$ cat config.mk
export PLATFORM = sky130hd
export DESIGN_NAME = upg_arbiter
export DESIGN_NICKNAME = d
export VERILOG_FILES = /design/src/rtl/upg_arbiter_pkg.sv /design/src/rtl/upg_mem_mux.sv /design/src/rtl/upg_arbiter.sv
export SDC_FILE = /design/constraint.sdc
export NUM_CORES = 1
export LEC_CHECK = 0
export CORE_MARGIN = 5
export CORE_UTILIZATION = 41
export CTS_CLUSTER_SIZE = 28
export DETAILED_ROUTE_END_ITERATION = 8
export PLACE_DENSITY = 0.85
export SLEW_MARGIN = 20
export SYNTH_ARGS = -nofsm -noshare
export SYNTH_HDL_FRONTEND = slang
export SYNTH_SLANG_ARGS = --single-unit
$ cat constraint.sdc
create_clock -name clk -period 4.1 [get_ports clk]
set_input_delay 0.615 -clock clk [delete_from_list [all_inputs] [get_ports clk]]
set_output_delay 0.615 -clock clk [all_outputs]
set_load 0.02 [all_outputs]
$ cat src/rtl/upg_arbiter_pkg.sv
// ============================================================================
// upg_arbiter_pkg : shared state encoding and memory address constants
// Revision 1.0
// ============================================================================
`default_nettype none

package upg_arbiter_pkg;

  localparam int MEM_AW           = 14;
  localparam int UPG_DMEM_SEL_BIT = 14;

  typedef enum logic [1:0] {
    ST_RUN   = 2'd0,
    ST_ENTER = 2'd1,
    ST_PROG  = 2'd2,
    ST_EXIT  = 2'd3
  } upg_state_t;

endpackage

`default_nettype wire

$ cat src/rtl/upg_mem_mux.sv
// ============================================================================
// upg_mem_mux : steers the instruction/data memory write ports between the CPU
//               and the UART programmer according to the arbiter state
// Revision 1.0
// ============================================================================
`default_nettype none

module upg_mem_mux
  import upg_arbiter_pkg::*;
(
  input  logic                      rst,
  input  upg_state_t                state,
  input  logic                      upg_wen,
  input  logic [UPG_DMEM_SEL_BIT:0] upg_adr,
  input  logic [31:0]               upg_dat,
  input  logic                      cpu_dwen,
  input  logic [MEM_AW-1:0]         cpu_dadr,
  input  logic [31:0]               cpu_ddat,
  output logic                      imem_wen,
  output logic [MEM_AW-1:0]         imem_adr,
  output logic [31:0]               imem_dat,
  output logic                      dmem_wen,
  output logic [MEM_AW-1:0]         dmem_adr,
  output logic [31:0]               dmem_dat
);

  always_comb begin
    imem_wen = 1'b0;
    imem_adr = '0;
    imem_dat = '0;
    dmem_wen = 1'b0;
    dmem_adr = '0;
    dmem_dat = '0;
    case (state)
      ST_RUN: begin
        dmem_wen = cpu_dwen;
        dmem_adr = cpu_dadr;
        dmem_dat = cpu_ddat;
      end
      ST_PROG: begin
        imem_wen = upg_wen & ~upg_adr[UPG_DMEM_SEL_BIT];
        dmem_wen = upg_wen &  upg_adr[UPG_DMEM_SEL_BIT];
        imem_adr = upg_adr[MEM_AW-1:0];
        imem_dat = upg_dat;
        dmem_adr = upg_adr[MEM_AW-1:0];
        dmem_dat = upg_dat;
      end
      default: ;
    endcase
    // A write coinciding with reset must not land in either memory
    if (rst) begin
      imem_wen = 1'b0;
      dmem_wen = 1'b0;
    end
  end

endmodule

`default_nettype wire

$ cat src/rtl/upg_arbiter.sv
// ============================================================================
// upg_arbiter : UART program-load sequencer; holds the CPU in reset while the
//               UART programmer owns the instruction and data memories
// Revision 1.0
// ============================================================================
`default_nettype none

module upg_arbiter
  import upg_arbiter_pkg::*;
#(
  parameter int HOLD_CYCLES    = 16,
  parameter int TIMEOUT_CYCLES = 50_000_000,
  parameter int CNT_W          = 26
) (
  input  logic                      clk,
  input  logic                      rst,
  input  logic                      prog_req,
  input  logic                      upg_wen_i,
  input  logic [UPG_DMEM_SEL_BIT:0] upg_adr_i,
  input  logic [31:0]               upg_dat_i,
  input  logic                      upg_done_i,
  input  logic                      cpu_dwen_i,
  input  logic [MEM_AW-1:0]         cpu_dadr_i,
  input  logic [31:0]               cpu_ddat_i,
  output logic                      imem_wen_o,
  output logic [MEM_AW-1:0]         imem_adr_o,
  output logic [31:0]               imem_dat_o,
  output logic                      dmem_wen_o,
  output logic [MEM_AW-1:0]         dmem_adr_o,
  output logic [31:0]               dmem_dat_o,
  output logic                      upg_rst_o,
  output logic                      cpu_rst_o,
  output logic [1:0]                mode_o,
  output logic [15:0]               word_cnt_o,
  output logic                      err_o
);

  localparam logic [CNT_W-1:0] HOLD_LAST    = CNT_W'(HOLD_CYCLES - 1);
  localparam logic [CNT_W-1:0] TIMEOUT_LAST = CNT_W'(TIMEOUT_CYCLES - 1);

  upg_state_t       state;
  upg_state_t       state_nxt;
  logic [CNT_W-1:0] cnt;
  logic [CNT_W-1:0] cnt_nxt;
  logic [15:0]      word_cnt_nxt;
  logic             err_nxt;

  always_comb begin
    state_nxt    = state;
    cnt_nxt      = cnt + CNT_W'(1);
    word_cnt_nxt = word_cnt_o;
    err_nxt      = err_o;
    case (state)
      ST_RUN: begin
        cnt_nxt = '0;
        if (prog_req) state_nxt = ST_ENTER;
      end
      ST_ENTER: begin
        if (cnt == HOLD_LAST) begin
          state_nxt    = ST_PROG;
          cnt_nxt      = '0;
          word_cnt_nxt = '0;
          err_nxt      = 1'b0;
        end
      end
      ST_PROG: begin
        // The counter measures idle time, so every accepted word restarts it
        if (upg_wen_i) begin
          cnt_nxt = '0;
          if (word_cnt_o != 16'hFFFF) word_cnt_nxt = word_cnt_o + 16'd1;
        end
        if (upg_done_i) begin
          state_nxt = ST_EXIT;
          cnt_nxt   = '0;
        end else if (!upg_wen_i && cnt == TIMEOUT_LAST) begin
          state_nxt = ST_EXIT;
          cnt_nxt   = '0;
          err_nxt   = 1'b1;
        end
      end
      ST_EXIT: begin
        if (cnt == HOLD_LAST) begin
          state_nxt = ST_RUN;
          cnt_nxt   = '0;
        end
      end
      default: state_nxt = ST_RUN;
    endcase
  end

  always_ff @(posedge clk) begin
    if (rst) begin
      state      <= ST_RUN;
      cnt        <= '0;
      word_cnt_o <= '0;
      err_o      <= 1'b0;
      cpu_rst_o  <= 1'b1;
      upg_rst_o  <= 1'b1;
    end else begin
      state      <= state_nxt;
      cnt        <= cnt_nxt;
      word_cnt_o <= word_cnt_nxt;
      err_o      <= err_nxt;
      cpu_rst_o  <= (state_nxt != ST_RUN);
      upg_rst_o  <= (state_nxt != ST_PROG);
    end
  end

  assign mode_o = state;

  upg_mem_mux u_mem_mux (
    .rst      (rst),
    .state    (state),
    .upg_wen  (upg_wen_i),
    .upg_adr  (upg_adr_i),
    .upg_dat  (upg_dat_i),
    .cpu_dwen (cpu_dwen_i),
    .cpu_dadr (cpu_dadr_i),
    .cpu_ddat (cpu_ddat_i),
    .imem_wen (imem_wen_o),
    .imem_adr (imem_adr_o),
    .imem_dat (imem_dat_o),
    .dmem_wen (dmem_wen_o),
    .dmem_adr (dmem_adr_o),
    .dmem_dat (dmem_dat_o)
  );

endmodule

`default_nettype wire

; ---- After elaboration in Yosys (flattened, before gate mapping)
; Cells that the tools add are included.
[classes]
muxes = 27
reduce_logical = 8
n_eq_ne = 12
add_sub_neg = 2
bitwise = 3
[op_table]
columns = op, n
row1 = 2-to-1 mux 26 bit, 4
row2 = one-hot mux 26 bit (3 select lines), 1
row3 = one-hot mux 32 bit (2 select lines), 1
row4 = 2-to-1 mux 16 bit, 3
row5 = 2-to-1 mux 32 bit, 1
row6 = one-hot mux 16 bit (2 select lines), 1
row7 = one-hot mux 14 bit (2 select lines), 1
row8 = adder 26 x 1 -> 26 bit (second input constant), 1
row9 = == test 26 bit (second input constant), 1
row10 = == test 26 x 4 -> 1 bit (second input constant), 1
row11 = adder 16 x 1 -> 16 bit (second input constant), 1
row12 = != test 16 bit (second input constant), 1
row13 = 2-to-1 mux 14 bit, 1
row14 = != test 2 bit (second input constant), 6
row15 = 2-to-1 mux 2 bit, 5
row16 = one-hot mux 2 bit (4 select lines), 1
row17 = AND reduction 4 bit, 2
row18 = 2-to-1 mux 1 bit, 6
row19 = == test 2 bit (second input constant), 2
row20 = one-hot mux 1 bit (2 select lines), 2
row21 = nonzero test 2 bit, 2
row22 = bitwise AND 1 bit, 2
row23 = == test 2 x 1 -> 1 bit (second input constant), 1
row24 = zero test 2 bit, 1
row25 = other kinds (4), 4
[totals]
input_bits = 99
output_inout_bits = 115
register_bits = 47

; ---- Logic depth before layout (Yosys ltp)
[depth]
word_depth = 6
depth_mapped = 9

; ---- Cells and area by module
; From an unflattened synthesis, not the netlist that was laid out.
[hier_totals]
hier_cells = 428
hier_area_um2 = 3429.5
[modules_own_cells]
columns = mod, area_each_um2, cells_per_inst, instances
row1 = upg_arbiter, 2321.0, 268, 1
row2 = upg_mem_mux, 1108.6, 160, 1

; ---- Worst setup path before layout
; Ideal clock, no wire load.
[synth_path]
path_type = register to output
startpoint = reg state[1] (netlist: mode_o[1])
endpoint = out dmem_adr_o[0]
slack_ns = 1.704
t_required_ns = 3.485
path_buffers = 3
path_stages_with_launch = 6
t_arrival_ns = 1.781
path_cell_list = dfxtp_1 -> clkbuf_1 -> buf_1 -> buf_2 -> mux2i_1 -> nor2_1
[synth_via]
elab_chain_len = 2
[synth_lines]
columns = item, line
row1 = "start, declared", upg_arbiter.sv:41  ; upg_state_t state;
row2 = "start signal, assigned", upg_arbiter.sv:100  ; state <= state_nxt;
row3 = == test 2 bit or zero test 2 bit (tied branches), upg_mem_mux.sv:34  ; case (state)
row4 = one-hot mux 14 bit (2 select lines) *, upg_mem_mux.sv:34
row5 = "end, declared", upg_arbiter.sv:29  ; output logic [MEM_AW-1:0] dmem_adr_o,
; Mark *: on every way between the ends. The rest lies on a longest branch, timed or not.

; ---- Final worst setup path
[layout_path]
startpoint = reg state[0] (netlist: mode_o[0])
endpoint = out imem_wen_o
[layout_via]
elab_chain_len = 3
[layout_lines]
columns = item, line
row1 = == test 2 bit, upg_mem_mux.sv:34
row2 = 2-to-1 mux 1 bit, upg_mem_mux.sv:34
row3 = 2-to-1 mux 1 bit, upg_mem_mux.sv:51  ; if (rst) begin
row4 = "end, declared", upg_arbiter.sv:25  ; output logic imem_wen_o,
; Every way passes these cells.

==> results_dict.tcl <==
set metrics [dict create \
    syn_to_final_growth_pct 65.0 \
    h-tree-depth 2 \
    cts_buffer_depth 2 \
    place_ws_ns 1.25 \
    wl_per_cell_um 18.6 \
    setup-tns-final_ns 0 \
    fin_total_pwr_uw 1090 \
    r2r_slack_ns 1.49 \
    rr_endpoint "word_cnt_o[7]" \
    grt_antenna_before_repair 3 \
    switching_power_uw 326 \
    synth_cell_types 50 \
    p_int_uw 764 \
    p_leak_uw 0.00195 \
    io_pins 214 \
    final_common_cell "clkdlybuf4s50_1" \
    totalWireLength_mm 13.9 \
    p_comb_frac 0.321 \
    worst_pin_slew_ns 1.02 \
    hold_depth 1 \
    crit_start "mode_o[0]" \
    first_iter_violations 260 \
    finalCritPeriodShare 0.769 \
    netlist_area_um2 3450 \
    whs_endpoint "cnt[0]" \
    hold_viol 0 \
    path_max_fanout 36 \
    cp_slowest_stage_delay_ns 0.86 \
    synth_seq_cells 47 \
    nNetsFinal 738 \
    critPathTopFamily "simple AND/OR/NAND/NOR gates" \
    seqPwrFrac 0.423 \
    fmax_ghz 0.317 \
    grt_use_total 0.258 \
    final_cell_mix "213 x clkdlybuf4s50_1, 80 x nor2_1, 54 x mux2i_1, 50 x and2_1, 45 x dfxtp_1" \
    critPathLaunchType "flip-flop" \
    relSlewSlack 0.321 \
    hold_class "flip-flop to flip-flop" \
    synth.avg_cell_area_um2 7.81 \
    ctsResizeCount 0 \
    cp_data_arrival_time_ns 2.54 \
    grt_first_pass_wirelength_mm 20.9 \
    cts_tree "yes" \
    start_util 0.420 \
    core-area_um2 8220 \
    final_cells 745 \
    yosys_warnings 0 \
    dr.pass1.iters 5 \
    powerDensity_nw_per_um2 191 \
    finalClockSkew_ns 0.0114 \
    overflow 0 \
    ys_seq_area_frac 0.272 \
    synth_top_area_frac 0.272 \
    yosys-top-cells-area "dfxtp_1 27%, mux2i_1 16%, and2_1 9.1%" \
    synth_nets 543 \
    setup_viol 0 \
    synthCells 442 \
    grt_max_degree 55 \
    synth_ff_type "dfxtp_1" \
    crit_path_end_kind "output pin" \
    synth_edf_count 0 \
    critPathKind "flip-flop to output pin" \
    postCtsSetupBuffers 0 \
    yosysTopAreaCell "dfxtp_1" \
    first_global_vias 3877 \
    finalCriticalPeriod_ns 3.15 \
    worst_ep_required_time_ns 3.48 \
    status "finished, final reports clean" \
    clock_sinks 47 \
    dp.cells 735 \
    fp-row-count 33 \
    rsz0062_at_grt "false" \
    cts_buffers 5 \
    slew_violations 0 \
    gp_congestion 0.900 \
    die_h_um 102 \
    ir_drop_v 0.000173 \
    fin_ws_ns 0.947 \
    clock_latency_ns 0.31 \
    hpwl_mm 11.2 \
    drc 0 \
    crit_buf_inv 1 \
    die_w_um 102 \
    cts_root_buf "clkbuf_8" \
    maxCapViolations 0 \
    cts_hold_buf 0 \
    synthArstFlopShare 0 \
    num_vias 4000 \
    reg2reg_depth 5 \
    p_sw_frac 0.299 \
    dieArea_um2 10400 \
    clk_pin_slew_ns 0.09 \
    slowest_stage "and2b_1" \
    layout-drive-gt1-share 0.0455 \
    clockPowerShare 0.256 \
    path_cells "and2b_1 > nand2_1 > nor3_1 > clkdlybuf4s50_1" \
    ant_nets 0 \
    viasPerCell 5.37 \
    place.port_buffers 213 \
    reg2reg_from "mode_o[0]" \
    worstHoldStart "cnt[0]" \
]
-- sequential cells by signal, indices dropped and copies added, names as in the netlist --
signal	cells
cpu_rst_o	1
upg_rst_o	1
mode_o	2
err_o	1
cnt	26
word_cnt_o	16
-- worst max path at each step --
stage,to,slack [ns],cells after the start
CTS,imem_wen_o,0.94,4
finish,imem_wen_o,0.95,4
floorplan,dmem_adr_o[0],1.70,5
detailed placement,dmem_wen_o,1.25,5
global route,imem_wen_o,0.77,4
global placement,dmem_wen_o,1.25,5
-- per-stage QoR --
step | hold slack [ns] | util | cell area [um^2]
global route | 0.509 | 0.694 | 5700
finish | 0.482 | 0.694 | 5700
CTS | 0.488 | 0.693 | 5690
global placement | 0.438 | 0.682 | 5610
floorplan | 0.426 | - | 3450
detailed placement | 0.466 | 0.682 | 5610
-- cell type report --
class	count	area, um^2
Clock buffer	5	68.8
Sequential cell	47	943
Tap cell	105	131
Antenna cell	2	5.00
Inverter	10	37.5
Timing Repair Buffer	217	2160
Fill cell	661	2520
Clock inverter	3	20.0
Multi-Input combinational cell	356	2330
-- cells by family (layout without fill, tap and decap cells) --
family	after synthesis	after routing	share of synthesized area
AND/OR/NAND/NOR	240	240	0.370
multiplexers	55	55	0.160
flip-flops	47	47	0.272
buffers and inverters	39	235	0.0525
AO/OA/AOI/OAI	35	35	0.0768
XOR/XNOR	24	24	0.0609
adder cells (fa/ha/maj)	2	2	0.00725
other	0	2	0
-- power groups by stage --
stage,registers (uW),logic [uW],clock network (uW)
6_report,461,351,279
5_1_grt,462,370,302
4_1_cts,461,353,282
3_5_place_dp,472,351,0
3_3_place_gp,471,346,0
2_1_floorplan,474,135,0
-- synthesized netlist by cell type, types with 3 or more instances --
master     number
buf_2           7
nand4_1        15
nand2b_1        8
clkbuf_1       13
o2111ai_1       3
and3_1          9
nor2_1         80
mux2i_1        54
xnor2_1        10
nand3_1        18
a2111o_1        5
and2_1         50
a21oi_1        14
nor4_1          6
buf_1           6
dfxtp_1        47
and4_1          5
nor3_1          4
nor4_2          3
xor2_1         14
nand2_1        27
inv_1          10
-- worst register-to-register path: cells and delay by family (launching register included) --
| family | cells | cell delay (ns) |
|---|---|---|
| compound gates | 2 | 0.74 |
| simple gates | 2 | 1.09 |
| mux | 1 | 0.36 |
| flops | 1 | 0.32 |
-- per-layer routing --
| metal | wire [um] | track usage | share of wire |
|---|---|---|---|
| met1 | 4940 | 0.290 | 0.36 |
| met2 | 7150 | 0.449 | 0.51 |
| met3 | 1370 | 0.0895 | 0.098 |
| met4 | 421 | 0.0982 | 0.030 |
| met5 | 10 | 0 | 0.00072 |
No activity file was read; power rests on OpenSTA's default activity.
